`src/rtl/mmc_crc_pkg.sv`:
```
// Shared types and helpers for the MMC/SD per-lane CRC engine.
// Holds the FSM state enum, CRC16-CCITT constants and the LFSR step.
package mmc_crc_pkg;

    typedef enum logic [1:0] {
        IDLE,
        ACCUM,
        SHIFT,
        CHECK
    } state_t;

    // Widest CRC register the step function handles.
    localparam int MAX_W = 32;

    localparam logic [15:0] CRC16_CCITT_POLY = 16'h1021;
    localparam logic [15:0] CRC16_CCITT_INIT = 16'h0000;

    // One serial LFSR step; msb is the current top bit of the register.
    // Bit 0 always receives the feedback, whether or not poly has it set.
    function automatic logic [MAX_W-1:0] lfsr_next(
        input logic [MAX_W-1:0] r,
        input logic             msb,
        input logic             d,
        input logic [MAX_W-1:0] poly
    );
        logic fb;
        fb = d ^ msb;
        return {r[MAX_W-2:0], 1'b0} ^ (fb ? (poly | MAX_W'(1)) : '0);
    endfunction

endpackage

```
`src/rtl/mmc_crc16_lanes_if.sv`:
```
// Data-path bundle between the MMC data shifter and the CRC engine.
// The controller side uses master; the CRC engine uses slave.
interface mmc_crc16_lanes_if #(
    parameter int LANES = 4,
    parameter int CRC_W = 16
);

    logic                   start;
    logic                   mode;
    logic [LANES-1:0]       din;
    logic                   dvld;
    logic                   last;
    logic                   shift_en;
    logic [LANES-1:0]       crc_out;
    logic                   crc_vld;
    logic                   busy;
    logic                   done;
    logic [LANES-1:0]       crc_err;
    logic [LANES*CRC_W-1:0] crc_dout;

    modport master (
        output start, mode, din, dvld, last, shift_en,
        input  crc_out, crc_vld, busy, done, crc_err, crc_dout
    );

    modport slave (
        input  start, mode, din, dvld, last, shift_en,
        output crc_out, crc_vld, busy, done, crc_err, crc_dout
    );

endinterface

```
`src/rtl/mmc_crc_lane.sv`:
```
// One CRC register for a single DAT line.
// load restarts it, step absorbs din, shift moves it out MSB-first.
module mmc_crc_lane
    import mmc_crc_pkg::*;
#(
    parameter int               CRC_W = 16,
    parameter logic [CRC_W-1:0] POLY  = CRC_W'(CRC16_CCITT_POLY),
    parameter logic [CRC_W-1:0] INIT  = CRC_W'(CRC16_CCITT_INIT)
) (
    input  logic             clk,
    input  logic             rst,
    input  logic             load,
    input  logic             step,
    input  logic             shift,
    input  logic             din,
    output logic [CRC_W-1:0] r,
    output logic [CRC_W-1:0] nxt
);

    // Register value after absorbing din this cycle.
    always_comb begin
        nxt = CRC_W'(lfsr_next(MAX_W'(r), r[CRC_W-1], din, MAX_W'(POLY)));
    end

    // Restart has priority over update, update over serialisation.
    always_ff @(posedge clk or negedge rst) begin
        if (!rst) begin
            r <= INIT;
        end else if (load) begin
            r <= INIT;
        end else if (step) begin
            r <= nxt;
        end else if (shift) begin
            r <= {r[CRC_W-2:0], 1'b0};
        end
    end

endmodule

```
`src/rtl/mmc_crc16_lanes.sv`:
```
// Per-lane CRC generator/checker for the MMC/SD DAT lines.
// One shared FSM and bit counter drive LANES independent LFSRs.
module mmc_crc16_lanes
    import mmc_crc_pkg::*;
#(
    parameter int               LANES = 4,
    parameter int               CRC_W = 16,
    parameter logic [CRC_W-1:0] POLY  = CRC_W'(CRC16_CCITT_POLY),
    parameter logic [CRC_W-1:0] INIT  = CRC_W'(CRC16_CCITT_INIT)
) (
    input  logic             clk,
    input  logic             rst,
    mmc_crc16_lanes_if.slave bus
);

    localparam int               CNT_W    = $clog2(CRC_W + 1);
    localparam logic [CNT_W-1:0] CNT_LAST = CNT_W'(CRC_W - 1);

    state_t           state;
    logic [CNT_W-1:0] cnt;
    logic             mode_q;
    logic             vld_q;
    logic             busy_q;
    logic             done_q;
    logic [LANES-1:0] err_q;
    logic             load;
    logic             step;
    logic             shift;
    logic [LANES-1:0] msb;
    logic [LANES-1:0] res_nz;

    // Lane controls; start overrides any data or shift request.
    always_comb begin
        load  = bus.start;
        step  = !bus.start && bus.dvld &&
                (state == ACCUM || state == CHECK);
        shift = !bus.start && bus.shift_en && (state == SHIFT);
    end

    for (genvar i = 0; i < LANES; i++) begin : g_lane
        logic [CRC_W-1:0] r;
        logic [CRC_W-1:0] nxt;

        mmc_crc_lane #(
            .CRC_W (CRC_W),
            .POLY  (POLY),
            .INIT  (INIT)
        ) u_lane (
            .clk   (clk),
            .rst   (rst),
            .load  (load),
            .step  (step),
            .shift (shift),
            .din   (bus.din[i]),
            .r     (r),
            .nxt   (nxt)
        );

        assign bus.crc_dout[i*CRC_W +: CRC_W] = r;
        assign msb[i]    = r[CRC_W-1];
        assign res_nz[i] = |nxt;
    end

    assign bus.crc_out = vld_q ? msb : '0;
    assign bus.crc_vld = vld_q;
    assign bus.busy    = busy_q;
    assign bus.done    = done_q;
    assign bus.crc_err = err_q;

    // Block sequencing, bit counting and registered status outputs.
    always_ff @(posedge clk or negedge rst) begin
        if (!rst) begin
            state  <= IDLE;
            cnt    <= '0;
            mode_q <= 1'b0;
            vld_q  <= 1'b0;
            busy_q <= 1'b0;
            done_q <= 1'b0;
            err_q  <= '0;
        end else begin
            done_q <= 1'b0;
            if (bus.start) begin
                state  <= ACCUM;
                cnt    <= '0;
                mode_q <= bus.mode;
                err_q  <= '0;
                busy_q <= 1'b1;
                vld_q  <= 1'b0;
            end else begin
                unique case (state)
                    IDLE: ;
                    ACCUM: begin
                        if (bus.dvld && bus.last) begin
                            state <= mode_q ? CHECK : SHIFT;
                            cnt   <= '0;
                            vld_q <= !mode_q;
                        end
                    end
                    SHIFT: begin
                        if (bus.shift_en) begin
                            if (cnt == CNT_LAST) begin
                                state  <= IDLE;
                                cnt    <= '0;
                                vld_q  <= 1'b0;
                                busy_q <= 1'b0;
                                done_q <= 1'b1;
                            end else begin
                                cnt <= cnt + CNT_W'(1);
                            end
                        end
                    end
                    CHECK: begin
                        if (bus.dvld) begin
                            if (cnt == CNT_LAST) begin
                                state  <= IDLE;
                                cnt    <= '0;
                                busy_q <= 1'b0;
                                done_q <= 1'b1;
                                err_q  <= res_nz;
                            end else begin
                                cnt <= cnt + CNT_W'(1);
                            end
                        end
                    end
                    default: state <= IDLE;
                endcase
            end
        end
    end

endmodule

```
`src/flat_wrapper.sv`:
```
// flat-port wrapper written by rule: the top's interface ports become plain ports
module mmc_crc16_lanes_flat import mmc_crc_pkg::*;
#(
    parameter int               LANES = 4,
    parameter int               CRC_W = 16,
    parameter logic [CRC_W-1:0] POLY  = CRC_W'(CRC16_CCITT_POLY),
    parameter logic [CRC_W-1:0] INIT  = CRC_W'(CRC16_CCITT_INIT)
)
  (clk, rst, bus_start, bus_mode, bus_din, bus_dvld, bus_last, bus_shift_en, bus_crc_out, bus_crc_vld, bus_busy, bus_done, bus_crc_err, bus_crc_dout);
  mmc_crc16_lanes_if #(.LANES(LANES), .CRC_W(CRC_W)) bus_i ();
  input  logic clk;
  input  logic rst;
  input wire logic [$bits(bus_i.start)-1:0] bus_start;
  input wire logic [$bits(bus_i.mode)-1:0] bus_mode;
  input wire logic [$bits(bus_i.din)-1:0] bus_din;
  input wire logic [$bits(bus_i.dvld)-1:0] bus_dvld;
  input wire logic [$bits(bus_i.last)-1:0] bus_last;
  input wire logic [$bits(bus_i.shift_en)-1:0] bus_shift_en;
  output wire logic [$bits(bus_i.crc_out)-1:0] bus_crc_out;
  output wire logic [$bits(bus_i.crc_vld)-1:0] bus_crc_vld;
  output wire logic [$bits(bus_i.busy)-1:0] bus_busy;
  output wire logic [$bits(bus_i.done)-1:0] bus_done;
  output wire logic [$bits(bus_i.crc_err)-1:0] bus_crc_err;
  output wire logic [$bits(bus_i.crc_dout)-1:0] bus_crc_dout;
  assign bus_i.start = bus_start;
  assign bus_i.mode = bus_mode;
  assign bus_i.din = bus_din;
  assign bus_i.dvld = bus_dvld;
  assign bus_i.last = bus_last;
  assign bus_i.shift_en = bus_shift_en;
  assign bus_crc_out = bus_i.crc_out;
  assign bus_crc_vld = bus_i.crc_vld;
  assign bus_busy = bus_i.busy;
  assign bus_done = bus_i.done;
  assign bus_crc_err = bus_i.crc_err;
  assign bus_crc_dout = bus_i.crc_dout;
  mmc_crc16_lanes #(.LANES(LANES), .CRC_W(CRC_W), .POLY(POLY), .INIT(INIT)) u_core (.clk(clk), .rst(rst), .bus(bus_i));
endmodule
```
`config.mk`:
```
export PLATFORM = sky130hd
export DESIGN_NAME = mmc_crc16_lanes_flat
export DESIGN_NICKNAME = d
export VERILOG_FILES = /design/src/rtl/mmc_crc_pkg.sv /design/src/rtl/mmc_crc16_lanes_if.sv /design/src/rtl/mmc_crc_lane.sv /design/src/rtl/mmc_crc16_lanes.sv /design/src/flat_wrapper.sv
export SDC_FILE = /design/constraint.sdc
export NUM_CORES = 1
export LEC_CHECK = 0
export ABC_CLOCK_PERIOD_IN_PS = 2340
export CORE_ASPECT_RATIO = 1.4
export CORE_MARGIN = 3
export CORE_UTILIZATION = 51
export DETAILED_ROUTE_END_ITERATION = 8
export PLACE_DENSITY = 0.8
export SLEW_MARGIN = 10
export SYNTH_ARGS = -nofsm -noshare
export SYNTH_HDL_FRONTEND = slang
export SYNTH_SLANG_ARGS = --single-unit
```
`constraint.sdc`:
```
create_clock -name clk -period 2.34 [get_ports clk]
set_clock_uncertainty 0.15 [all_clocks]
set_input_delay 0.468 -clock clk [delete_from_list [all_inputs] [get_ports clk]]
set_output_delay 0.468 -clock clk [all_outputs]
set_load 0.02 [all_outputs]
```
==> impl_metrics.json <==
{
  "status": "finished, final reports clean",
  "max_freq_mhz": 443,
  "clock_latency_ns": 0.34,
  "ys_seq_elements": 79,
  "yosys_warnings": 0,
  "nets": 414,
  "dr.pass1.iters": 4,
  "finalHoldViolCount": 0,
  "min_to": "u_core.bus.busy",
  "synthToLayoutAreaGrowth_pct": 29.1,
  "grt_pass1_vias": 3179,
  "via_count": 2907,
  "cts_max_level": 3,
  "io_pins": 86,
  "syn_inst": 313,
  "grt_pass1_wl_um": 16200,
  "maxSlewHeadroom_pct": 61.3,
  "io_buffer_count": 85,
  "root_buffer": "clkbuf_8",
  "fin_crit_ns": 2.26,
  "r2r_start": "u_core.cnt[0]",
  "maxCapViolations": 0,
  "crit_arrival_ns": 1.64,
  "hold_depth": 2,
  "drtIter0Drc": 166,
  "fin_area_sq_um": 5140,
  "post_drt_wl_per_cell_um": 19.1,
  "hp-class": "reg -> reg",
  "die_y_um": 111,
  "crit_fanout": 7,
  "n_antenna_cell": 0,
  "irDropWorstVdd_v": 0.000380,
  "wirelength_um": 9600,
  "rsz0062_at_grt": "no",
  "ys_types": 39,
  "r2r-end": "u_core.bus.crc_err[1]",
  "comb_power_share_pct": 17.6,
  "setup_violations": 0,
  "antenna_found_initial": 0,
  "drive_gt1_share_pct": 21.0,
  "reg2reg_depth": 4,
  "die_area_sq_um": 8920,
  "seq_power_share_pct": 50.1,
  "setup_tns_ns": 0,
  "grt_usage_pct": 23.2,
  "cts_tree": "yes",
  "coreArea_sq_um": 7450,
  "pre_cts_slack_ns": 0.100,
  "pwr-share-clk_pct": 32.3,
  "num_rows": 37,
  "p_leak_nw": 2.34,
  "fin_crit_sh_pct": 96.5,
  "hp-start": "u_core.bus.busy",
  "cts_made_buffers": 9,
  "worst-slew-pin-transition_ns": 0.580,
  "syn_nets": 325,
  "post_cts_buffers": 0,
  "synth_seq_area_share_pct": 49.6,
  "initial_core_util_pct": 53.4,
  "power_switching_uw": 790,
  "numClockSinks": 79,
  "crit_required_ns": 1.72,
  "syn_area_sq_um": 3980,
  "clock_path_buffers": 2,
  "power_density_nw_per_um2": 579,
  "gp_congestion": 0.903,
  "worst_slack_ns": 0.0830,
  "grt_start_max_net_pins": 45,
  "cp-start-kind": "flop",
  "rrSetupSlack_ns": 0.49,
  "grt-ovfl-total": 0,
  "critPathKind": "reg -> out",
  "final-max-slew-violation-count": 0,
  "p_int_mw": 2.19,
  "drt-vias-per-instance": 5.79,
  "placed_area_sq_um": 4950,
  "path_clk_slew_ns": 0.07,
  "endpoint_kind": "output pin",
  "switching_share_pct": 26.5,
  "drc": 0,
  "avgSynthCellArea_sq_um": 12.7,
  "hpwl_um": 6680,
  "die_width_um": 80.7,
  "antenna_left": 0
}
[critical path: stages (launching register included)]
cell and delay (ns):
dfrtp_1 0.51, and2_1 0.19, clkdlybuf4s50_1 0.60
[logic make-up (layout without fill, tap and decap cells)]
family / after synthesis / after routing / share of synthesized area (%)
flip-flops: 79 / 79 / 49.6
multiplexers: 56 / 56 / 20.4
XOR/XNOR: 4 / 4 / 0.879
adder cells (fa/ha/maj): 1 / 1 / 0.314
buffers and inverters: 25 / 117 / 3.77
AO/OA/AOI/OAI: 38 / 38 / 8.32
AND/OR/NAND/NOR: 110 / 110 / 16.6
[cell usage after synthesis]
cell type	n	area (sq um)
o21a_1	2	15.0
a211oi_1	1	7.51
nand2b_1	2	12.5
mux2_2	3	33.8
buf_6	7	78.8
buf_2	2	10.0
ha_1	1	12.5
and2_1	5	31.3
or3_1	1	6.26
dfrtp_1	79	1980
a211o_1	3	26.3
nand4_1	5	31.3
o211ai_1	3	22.5
and4b_1	1	10.0
clkbuf_2	1	5.00
o311ai_0	1	8.76
nand4b_1	1	8.76
a32o_1	4	40.0
o2111ai_1	1	8.76
nand3b_1	2	15.0
a221o_1	8	80.1
nor4_1	12	75.1
nand3_1	7	35.0
nor3_1	14	70.1
nor2_1	2	7.51
mux2i_1	3	30.0
o31ai_1	2	15.0
and2_0	1	6.26
xnor2_1	4	35.0
nand2_1	1	3.75
and3_1	2	12.5
mux2_4	50	751
inv_1	4	15.0
o221a_2	4	45.0
clkbuf_1	11	41.3
a31oi_1	2	12.5
o21ai_0	3	15.0
nor2b_1	54	338
o2bb2ai_1	4	35.0
[placed cells by master (no fill, tap or decap), drive strengths merged, types with 2 or more instances in the layout]
cell type	n
a221o	8
clkdlybuf4s50	83
nand2b	2
o2bb2ai	4
inv	4
nand3b	2
dfrtp	79
o211ai	3
o21a	2
o31ai	2
and2	6
nor4	12
a32o	4
o221a	4
a211o	3
o21ai	3
nand3	7
and3	2
nand4	5
mux2	53
mux2i	3
nor2	2
clkbuf	13
a31oi	2
buf	15
nor3	14
nor2b	54
xnor2	4
[timing repair]
action | in CTS | in global routing
hold buffers | 1 | 0
endpoints found under the hold margin | 43 | 0
resized for setup | 0 | 0
[worst max-delay path by stage]
stage,cells after the start,slack (ns),from,endpoint
floorplan,6,0.47,bus_shift_en,u_core.g_lane[0].u_lane.r[10]
global placement,5,0.13,bus_dvld,u_core.g_lane[2].u_lane.r[6]
detailed placement,5,0.10,bus_dvld,u_core.g_lane[3].u_lane.r[13]
CTS,2,0.07,u_core.bus.crc_vld,bus_crc_out[1]
global route,2,0.03,u_core.bus.crc_vld,bus_crc_out[1]
finish,2,0.08,u_core.bus.crc_vld,bus_crc_out[1]
[power by group through the flow]
stage | Combinational, mW | Sequential, mW | Clock, mW
6_report | 0.525 | 1.49 | 0.961
5_1_grt | 0.563 | 1.50 | 1.05
4_1_cts | 0.530 | 1.49 | 0.984
3_5_place_dp | 0.527 | 1.51 | 0
3_3_place_gp | 0.514 | 1.51 | 0
2_1_floorplan | 0.277 | 1.55 | 0
[registers in the layout, indices dropped and copies added, names as in the netlist]
register / cells
u_core.mode_q: 1
u_core.bus.crc_err: 4
u_core.state: 2
u_core.bus.done: 1
u_core.g_lane.u_lane.r: 64
u_core.bus.crc_vld: 1
u_core.bus.busy: 1
u_core.cnt: 5
[through the flow]
step	cells	util (%)	total power, mW	hold slack, ns
global route	502	69.0	3.11	0.392
floorplan	313	-	1.82	0.0224
detailed placement	487	66.5	2.04	0.333
global placement	487	66.5	2.03	0.322
finish	502	69.0	2.98	0.347
CTS	502	69.0	3.00	0.350
[metal layers]
layer / global-route usage (%) / up-vias / wire (um) / share of wire, %
met1: 30.5 / 1486 / 4020 / 42
li1: - / 1317 / - / -
met2: 37.1 / 84 / 4980 / 52
met3: 5.38 / 20 / 372 / 3.9
met5: 0 / - / 0 / 0
met4: 8.46 / 0 / 229 / 2.4
[cell type report]
class                      count  area [sq um]
inverter                       4          15.0
clock inverter                 1          30.0
timing repair buffer          99           988
fill                         540          2310
multi-input combinational    209          1860
tap                           97           121
clock buffer                  13           149
sequential                    79          1980
No activity file was read; power rests on OpenSTA's default activity.
